[src/rtl/boot_seq_ctrl.sv]
// rtl/boot_seq_ctrl.sv - parametrised boot loader / result write-back sequencer
//
// Loads NSEG memory segments over the byte path. Each segment is preceded by
// a handshake byte ACK_BASE + seg*ACK_STEP. After loading, the sequencer runs
// the core and streams result words back out through the deconcatenator.
// The sequencer generates the memory addresses itself. It drains the FIFO
// before every phase change, and it owns the result write-back loop.
//
// Optional feature macro: BOOT_CHECKSUM_EN
//   Adds a modulo-256 sum of every received byte. The sum is sent as a final
//   byte (CSUM state) before DONE.
//
// Ports:
//   clk, rst               clock, synchronous active-high reset
//   mem_init_done          memory initialisation complete
//   axi_w_success/busy     byte write accepted pulse / write path busy
//   axi_r_success/timeout  byte received pulse / receive idle timeout
//   axi_rdata              received byte (checksum only)
//   concat_valid           full memory word assembled
//   fifo_empty             FIFO empty flag
//   core_exec_done         core finished
//   result_words           result word count, sampled on core_exec_done
//   deconcat_done          all bytes of the current result word sent
//   axi_we/axi_re          AXI write / read enables
//   axi_wsel               write source: 0 = axi_wdata, 1 = deconcatenator
//   axi_wdata              handshake or checksum byte
//   concat_en, fifo_we, fifo_re, mem_we, mem_re   datapath enables
//   mem_seg, mem_addr      target segment and word address
//   core_clk_en            core clock enable
//   deconcat_en            start-deconcatenation pulse
//   addr_ovf               sticky: a segment overflowed the address space
//   done                   sequence complete
module boot_seq_ctrl #(
    parameter int         ADDRW    = 12,
    parameter int         NSEG     = 2,
    parameter logic [7:0] ACK_BASE = 8'h99,
    parameter logic [7:0] ACK_STEP = 8'h11,
    parameter int         BRAM_LAT = 2
) (
    input  logic                                  clk,
    input  logic                                  rst,
    input  logic                                  mem_init_done,
    input  logic                                  axi_w_success,
    input  logic                                  axi_w_busy,
    input  logic                                  axi_r_success,
    input  logic                                  axi_r_timeout,
    input  logic [7:0]                            axi_rdata,
    input  logic                                  concat_valid,
    input  logic                                  fifo_empty,
    input  logic                                  core_exec_done,
    input  logic [ADDRW:0]                        result_words,
    input  logic                                  deconcat_done,
    output logic                                  axi_we,
    output logic                                  axi_re,
    output logic                                  axi_wsel,
    output logic [7:0]                            axi_wdata,
    output logic                                  concat_en,
    output logic                                  fifo_we,
    output logic                                  fifo_re,
    output logic                                  mem_we,
    output logic                                  mem_re,
    output logic [((NSEG > 1) ? $clog2(NSEG) : 1)-1:0] mem_seg,
    output logic [ADDRW-1:0]                      mem_addr,
    output logic                                  core_clk_en,
    output logic                                  deconcat_en,
    output logic                                  addr_ovf,
    output logic                                  done
);
    localparam int SEGW = (NSEG > 1) ? $clog2(NSEG) : 1;
    localparam int LATW = $clog2(BRAM_LAT + 1) + 1;

    typedef enum logic [3:0] {
        S_INIT,
        S_ACK,
        S_RECV,
        S_DRAIN,
        S_EXEC,
        S_RES_RD,
        S_RES_SEND,
`ifdef BOOT_CHECKSUM_EN
        S_CSUM,
`endif
        S_DONE
    } state_t;

`ifdef BOOT_CHECKSUM_EN
    localparam state_t S_FINAL = S_CSUM;
`else
    localparam state_t S_FINAL = S_DONE;
`endif

    state_t               state_q, state_d;
    logic [SEGW-1:0]      seg_q, seg_d;
    logic [ADDRW-1:0]     addr_q, addr_d;
    logic [ADDRW:0]       rptr_q, rptr_d;
    logic [ADDRW:0]       cnt_q, cnt_d;
    logic [LATW-1:0]      lat_q, lat_d;
    logic [BRAM_LAT-1:0]  pipe_q, pipe_d;
    logic                 ovf_q, ovf_d;
    logic                 issued_q, issued_d;
    logic [7:0]           csum_q, csum_d;
    logic                 empty_d;
    logic [7:0]           ack_byte;
    logic [ADDRW:0]       rptr_inc;

`ifndef BOOT_CHECKSUM_EN
    logic unused_rdata;
    assign unused_rdata = ^axi_rdata;
`endif

    // The pipe tracks "no pop happened" so that a popped FIFO entry shows up
    // as a write exactly BRAM_LAT cycles later, matching the FIFO read latency.
    assign empty_d  = pipe_q[BRAM_LAT-1];
    assign ack_byte = ACK_BASE + 8'(seg_q) * ACK_STEP;
    assign rptr_inc = rptr_q + (ADDRW+1)'(1);
    assign addr_ovf = ovf_q;

    always_comb begin
        state_d     = state_q;
        seg_d       = seg_q;
        addr_d      = addr_q;
        rptr_d      = rptr_q;
        cnt_d       = cnt_q;
        lat_d       = lat_q;
        ovf_d       = ovf_q;
        issued_d    = issued_q;
        csum_d      = csum_q;
        axi_we      = 1'b0;
        axi_re      = 1'b0;
        axi_wsel    = 1'b0;
        axi_wdata   = ack_byte;
        concat_en   = 1'b0;
        fifo_we     = 1'b0;
        fifo_re     = 1'b0;
        mem_we      = 1'b0;
        mem_re      = 1'b0;
        mem_seg     = '0;
        mem_addr    = '0;
        core_clk_en = 1'b0;
        deconcat_en = 1'b0;
        done        = 1'b0;

        case (state_q)
            S_INIT: begin
                if (mem_init_done) begin
                    seg_d   = '0;
                    state_d = S_ACK;
                end
            end
            S_ACK: begin
                axi_we = 1'b1;
                if (axi_w_success) begin
                    addr_d  = '0;
                    state_d = S_RECV;
                end
            end
            S_RECV: begin
                axi_re    = 1'b1;
                fifo_re   = 1'b1;
                concat_en = axi_r_success;
                fifo_we   = concat_valid;
                mem_we    = ~empty_d;
                mem_seg   = seg_q;
                mem_addr  = addr_q;
`ifdef BOOT_CHECKSUM_EN
                if (axi_r_success) csum_d = csum_q + axi_rdata;
`endif
                if (axi_r_timeout) begin
                    lat_d   = '0;
                    state_d = S_DRAIN;
                end
            end
            S_DRAIN: begin
                // A word completing right at the timeout still reaches the FIFO.
                fifo_re  = 1'b1;
                fifo_we  = concat_valid;
                mem_we   = ~empty_d;
                mem_seg  = seg_q;
                mem_addr = addr_q;
                if (lat_q < LATW'(BRAM_LAT)) lat_d = lat_q + LATW'(1);
                if ((lat_q >= LATW'(BRAM_LAT)) && (&pipe_q) && fifo_empty && !concat_valid) begin
                    if (seg_q < SEGW'(NSEG - 1)) begin
                        seg_d   = seg_q + SEGW'(1);
                        state_d = S_ACK;
                    end else begin
                        state_d = S_EXEC;
                    end
                end
            end
            S_EXEC: begin
                core_clk_en = 1'b1;
                if (core_exec_done) begin
                    cnt_d    = result_words;
                    rptr_d   = '0;
                    lat_d    = '0;
                    issued_d = 1'b0;
                    state_d  = (result_words != '0) ? S_RES_RD : S_FINAL;
                end
            end
            S_RES_RD: begin
                mem_re   = 1'b1;
                mem_seg  = SEGW'(NSEG - 1);
                mem_addr = rptr_q[ADDRW-1:0];
                if (lat_q == LATW'(BRAM_LAT - 1)) state_d = S_RES_SEND;
                else lat_d = lat_q + LATW'(1);
            end
            S_RES_SEND: begin
                axi_wsel    = 1'b1;
                deconcat_en = ~axi_w_busy & ~issued_q;
                if (deconcat_en) issued_d = 1'b1;
                if (deconcat_done) begin
                    rptr_d   = rptr_inc;
                    issued_d = 1'b0;
                    lat_d    = '0;
                    state_d  = (rptr_inc == cnt_q) ? S_FINAL : S_RES_RD;
                end
            end
`ifdef BOOT_CHECKSUM_EN
            S_CSUM: begin
                axi_we    = 1'b1;
                axi_wdata = csum_q;
                if (axi_w_success) state_d = S_DONE;
            end
`endif
            S_DONE: begin
                done = 1'b1;
            end
            default: state_d = S_INIT;
        endcase

        if (mem_we) begin
            addr_d = addr_q + ADDRW'(1);
            if (&addr_q) ovf_d = 1'b1;
        end

        pipe_d[0] = ~(fifo_re & ~fifo_empty);
        for (int i = 1; i < BRAM_LAT; i++) pipe_d[i] = pipe_q[i-1];
    end

    always_ff @(posedge clk) begin
        if (rst) begin
            state_q  <= S_INIT;
            seg_q    <= '0;
            addr_q   <= '0;
            rptr_q   <= '0;
            cnt_q    <= '0;
            lat_q    <= '0;
            pipe_q   <= '1;
            ovf_q    <= 1'b0;
            issued_q <= 1'b0;
            csum_q   <= '0;
        end else begin
            state_q  <= state_d;
            seg_q    <= seg_d;
            addr_q   <= addr_d;
            rptr_q   <= rptr_d;
            cnt_q    <= cnt_d;
            lat_q    <= lat_d;
            pipe_q   <= pipe_d;
            ovf_q    <= ovf_d;
            issued_q <= issued_d;
            csum_q   <= csum_d;
        end
    end
endmodule
[config.mk]
export PLATFORM = sky130hd
export DESIGN_NAME = boot_seq_ctrl
export DESIGN_NICKNAME = d
export VERILOG_FILES = /design/src/rtl/boot_seq_ctrl.sv
export SDC_FILE = /design/constraint.sdc
export NUM_CORES = 1
export LEC_CHECK = 0
export CAP_MARGIN = 20
export CORE_MARGIN = 4
export CORE_UTILIZATION = 50
export DETAILED_ROUTE_END_ITERATION = 10
export GPL_ROUTABILITY_DRIVEN = 0
export HOLD_SLACK_MARGIN = 0.05
export PLACE_DENSITY = 0.83
export SLEW_MARGIN = 25
export SYNTH_ARGS = -nofsm -noshare
export SYNTH_HDL_FRONTEND = slang
export SYNTH_SLANG_ARGS = --single-unit
[constraint.sdc]
create_clock -name clk -period 4.1 [get_ports clk]
set_input_delay 0.82 -clock clk [delete_from_list [all_inputs] [get_ports clk]]
set_output_delay 0.82 -clock clk [all_outputs]
set_load 0.02 [all_outputs]
==> flow_summary.ini <==
[final_layout]
final_core_utilization_pct = 60.7
areaGrowthSynthToFinish_pct = 18.3
antenna_fix_cells = 0
layoutNonFillerInstCount = 506
finalNetCount = 467
final_layout_size_suffix_gt1_share_pct = 6.50
fill_cells = 542

[critical_path]
cp.depth = 5
start_kind = register
cpPeakStageDelay_ps = 660
critical-path-top-cell-by-count = sky130_fd_sc_hd__nand2_1
largest_delay_share_family_worst_path = simple AND/OR/NAND/NOR gates
cpMaxStageDelayCell = sky130_fd_sc_hd__clkdlybuf4s50_1
arrival_ps = 2700
worstPathMaxFanout = 15
critical_path.n_buffers_inverters = 1
worstRegToRegCells = 6
ordered_cell_list_for_the_critical_path = nand2_1 > nor2_1 > nand2_1 > o21ai_0 > clkdlybuf4s50_1
crit_path_end_kind = output port
worstPathRequired_ps = 3280
critPathKind = register to output port

[floorplan]
pin_count = 65
die_area_mm2 = 0.00739
initial_core_util_pct = 51.3
core_region_area_mm2 = 0.00592
die_width_um = 86.0
rows = 28
die_boundary_height_um = 86.0

[route]
count_of_nets_left_with_antenna_violations_after_detail_routing = 0
vias = 2990
route.detailed.drc = 0
dr.pass1.iters = 5
vias_per_cell = 5.91
route.final.wire_length_um = 7590
detail_route.wl_per_cell_um = 15.0
drt_iter0_markers = 223

[clock_tree]
cts_root_buffer = sky130_fd_sc_hd__clkbuf_8
hold_bufs_inserted_after_cts = 0
cts-resized-gates = 0
tritoncts = built
clock_latency_reported_for_the_late_side_of_the_worst_skew_pair_ps = 310
cts_buffer_depth = 2
cts_setup_buffers = 0
clk_pin_slew_ps = 100
clock-sinks = 49
cts_made_buffers = 5
htree_num_levels = 2

[synth]
synth_top_area_cell = sky130_fd_sc_hd__dfxtp_1
yosysTopAreaCellShare_pct = 32.3
ys_seq_area_share_pct = 32.3
postSynthCellCount = 399
asyncSetResetFlopFracSynth_pct = 0
synth_edf_count = 0
flip_flop_cell_with_the_highest_count_after_synthesis = sky130_fd_sc_hd__dfxtp_1
post_synth_num_cell_types = 62
syn_avg_cell_area_um2 = 7.62
synth_area_mm2 = 0.00304
post_synth_main_area_contributors = sky130_fd_sc_hd__dfxtp_1, sky130_fd_sc_hd__a21oi_1, sky130_fd_sc_hd__nand2_1, sky130_fd_sc_hd__nor2_1, sky130_fd_sc_hd__o21ai_0
post_synthesis_sequential_element_count = 49
synth_warnings = 0

[sta]
fmax_mhz = 284
max_slew_margin_pct = 39.3
finalCriticalPeriod_ps = 3520
finalClockSkew_ps = 4.82
final_report_hold_violation_count = 0
worstMarginPinSlew_ps = 908
final-setup-viol-count = 0
hold_ws_ps = 469
totalNegativeSetupSlack_ps = 0
finalCritPeriodShare_pct = 85.8
grt_setup_unrepaired = false
slew_viol_final = 0

[power]
cellPowerDensity_mw_per_mm2 = 280
total_leakage_power_nw = 1.23
p_total_mw = 1.01
vdd_drop_max_mv = 0.161

[grt]
first_global_vias = 2829
global_route.usage.total_pct = 21.0
grt_pass1_wl_um = 12800
overflow = 0
antenna_found_initial = 0
grt_max_degree = 50

[hold_path]
worst_hold_path.num_cells = 1
worstHoldPathType = register to register

[outcome]
run_status = completed

[place]
placed_cells = 498
port_buffer_cells = 52
dp.final_hpwl_um = 5620

[job]
max_cap_viol_count = 0
==> path summary, 6_finish.rpt <==
kind               from     endpoint  slack [ps]
max reg2reg  state_q[1]   rptr_q[12]        1640
max          state_q[2]  mem_addr[7]         580
min           pipe_q[0]    pipe_q[1]         470
min reg2reg   pipe_q[0]    pipe_q[1]         470
==> registers in the layout, summed over array words and instances, names as in the netlist <==
signal and cells:
rptr_q 13, issued_q 1, lat_q 3, addr_ovf 1
addr_q 12, state_q 3, pipe_q 2, seg_q 1
cnt_q 13
==> area by class of cell <==
class | count | area [µm²] | share of cell area [%]
clock buffers | 5 | 68.8 | 1.91
inverters | 14 | 52.6 | 1.46
flip-flops and latches | 49 | 981 | 27.3
repair buffers | 55 | 543 | 15.1
well taps | 75 | 93.8 | 2.61
clock inverters | 3 | 25.0 | 0.696
multi-input cells | 305 | 1830 | 50.9
==> power breakdown <==
group          internal, mW  switching, mW  total (mW)
registers             0.483         0.0159       0.499
clock network         0.125          0.179       0.304
logic                0.0824          0.121       0.203
==> metal layers <==
metal | vias up | GRT usage, % | wire length, µm
met5 | - | 0 | 0
met4 | 0 | 9.35 | 206
met2 | 84 | 34.1 | 3610
met3 | 22 | 2.88 | 327
met1 | 1424 | 27.7 | 3450
li1 | 1460 | - | -
==> logic make-up after synthesis <==
logic type	synth area share, %
xor+xnor	4.90
mux	1.40
buf+inv	7.70
compound gates	22.1
fa+ha+maj	2.06
flops	32.3
simple gates	29.4
other cells	0.247
==> synth_stat cells, types with 5 or more instances <==
cell and count:
sky130_fd_sc_hd__a21oi_1 46, sky130_fd_sc_hd__a22o_1 9, sky130_fd_sc_hd__a31oi_1 5, sky130_fd_sc_hd__and2_1 5, sky130_fd_sc_hd__and3_1 10, sky130_fd_sc_hd__buf_2 10, sky130_fd_sc_hd__buf_4 10, sky130_fd_sc_hd__clkbuf_1 12
sky130_fd_sc_hd__dfxtp_1 49, sky130_fd_sc_hd__ha_1 5, sky130_fd_sc_hd__inv_1 12, sky130_fd_sc_hd__nand2_1 44, sky130_fd_sc_hd__nand3_1 12, sky130_fd_sc_hd__nand3b_1 6, sky130_fd_sc_hd__nand4_1 6, sky130_fd_sc_hd__nor2_1 33
sky130_fd_sc_hd__nor2b_1 5, sky130_fd_sc_hd__nor3_1 10, sky130_fd_sc_hd__o21ai_0 24, sky130_fd_sc_hd__or3_1 10, sky130_fd_sc_hd__xnor2_1 12, sky130_fd_sc_hd__xor2_1 5
==> per-stage QoR <==
stage / setup WS, ps / area [µm²]
floorplan: 1740 / 3050
global placement: 1000 / 3500
detailed placement: 953 / 3500
CTS: 610 / 3600
global route: 370 / 3600
finish: 581 / 3600
==> cells in the final DEF (no fill, tap or decap), types with 6 or more instances in the layout <==
| master | count |
|---|---|
| sky130_fd_sc_hd__clkdlybuf4s50_1 | 52 |
| sky130_fd_sc_hd__dfxtp_1 | 49 |
| sky130_fd_sc_hd__a21oi_1 | 46 |
| sky130_fd_sc_hd__nand2_1 | 44 |
| sky130_fd_sc_hd__nor2_1 | 33 |
| sky130_fd_sc_hd__o21ai_0 | 24 |
| sky130_fd_sc_hd__inv_1 | 12 |
| sky130_fd_sc_hd__nand3_1 | 12 |
| sky130_fd_sc_hd__xnor2_1 | 12 |
| sky130_fd_sc_hd__nor3_1 | 10 |
| sky130_fd_sc_hd__and3_1 | 10 |
| sky130_fd_sc_hd__or3_1 | 10 |
| sky130_fd_sc_hd__a22o_1 | 9 |
| sky130_fd_sc_hd__nand4_1 | 6 |
| sky130_fd_sc_hd__nand3b_1 | 6 |
Note: power is estimated with default switching activity, not from simulation.
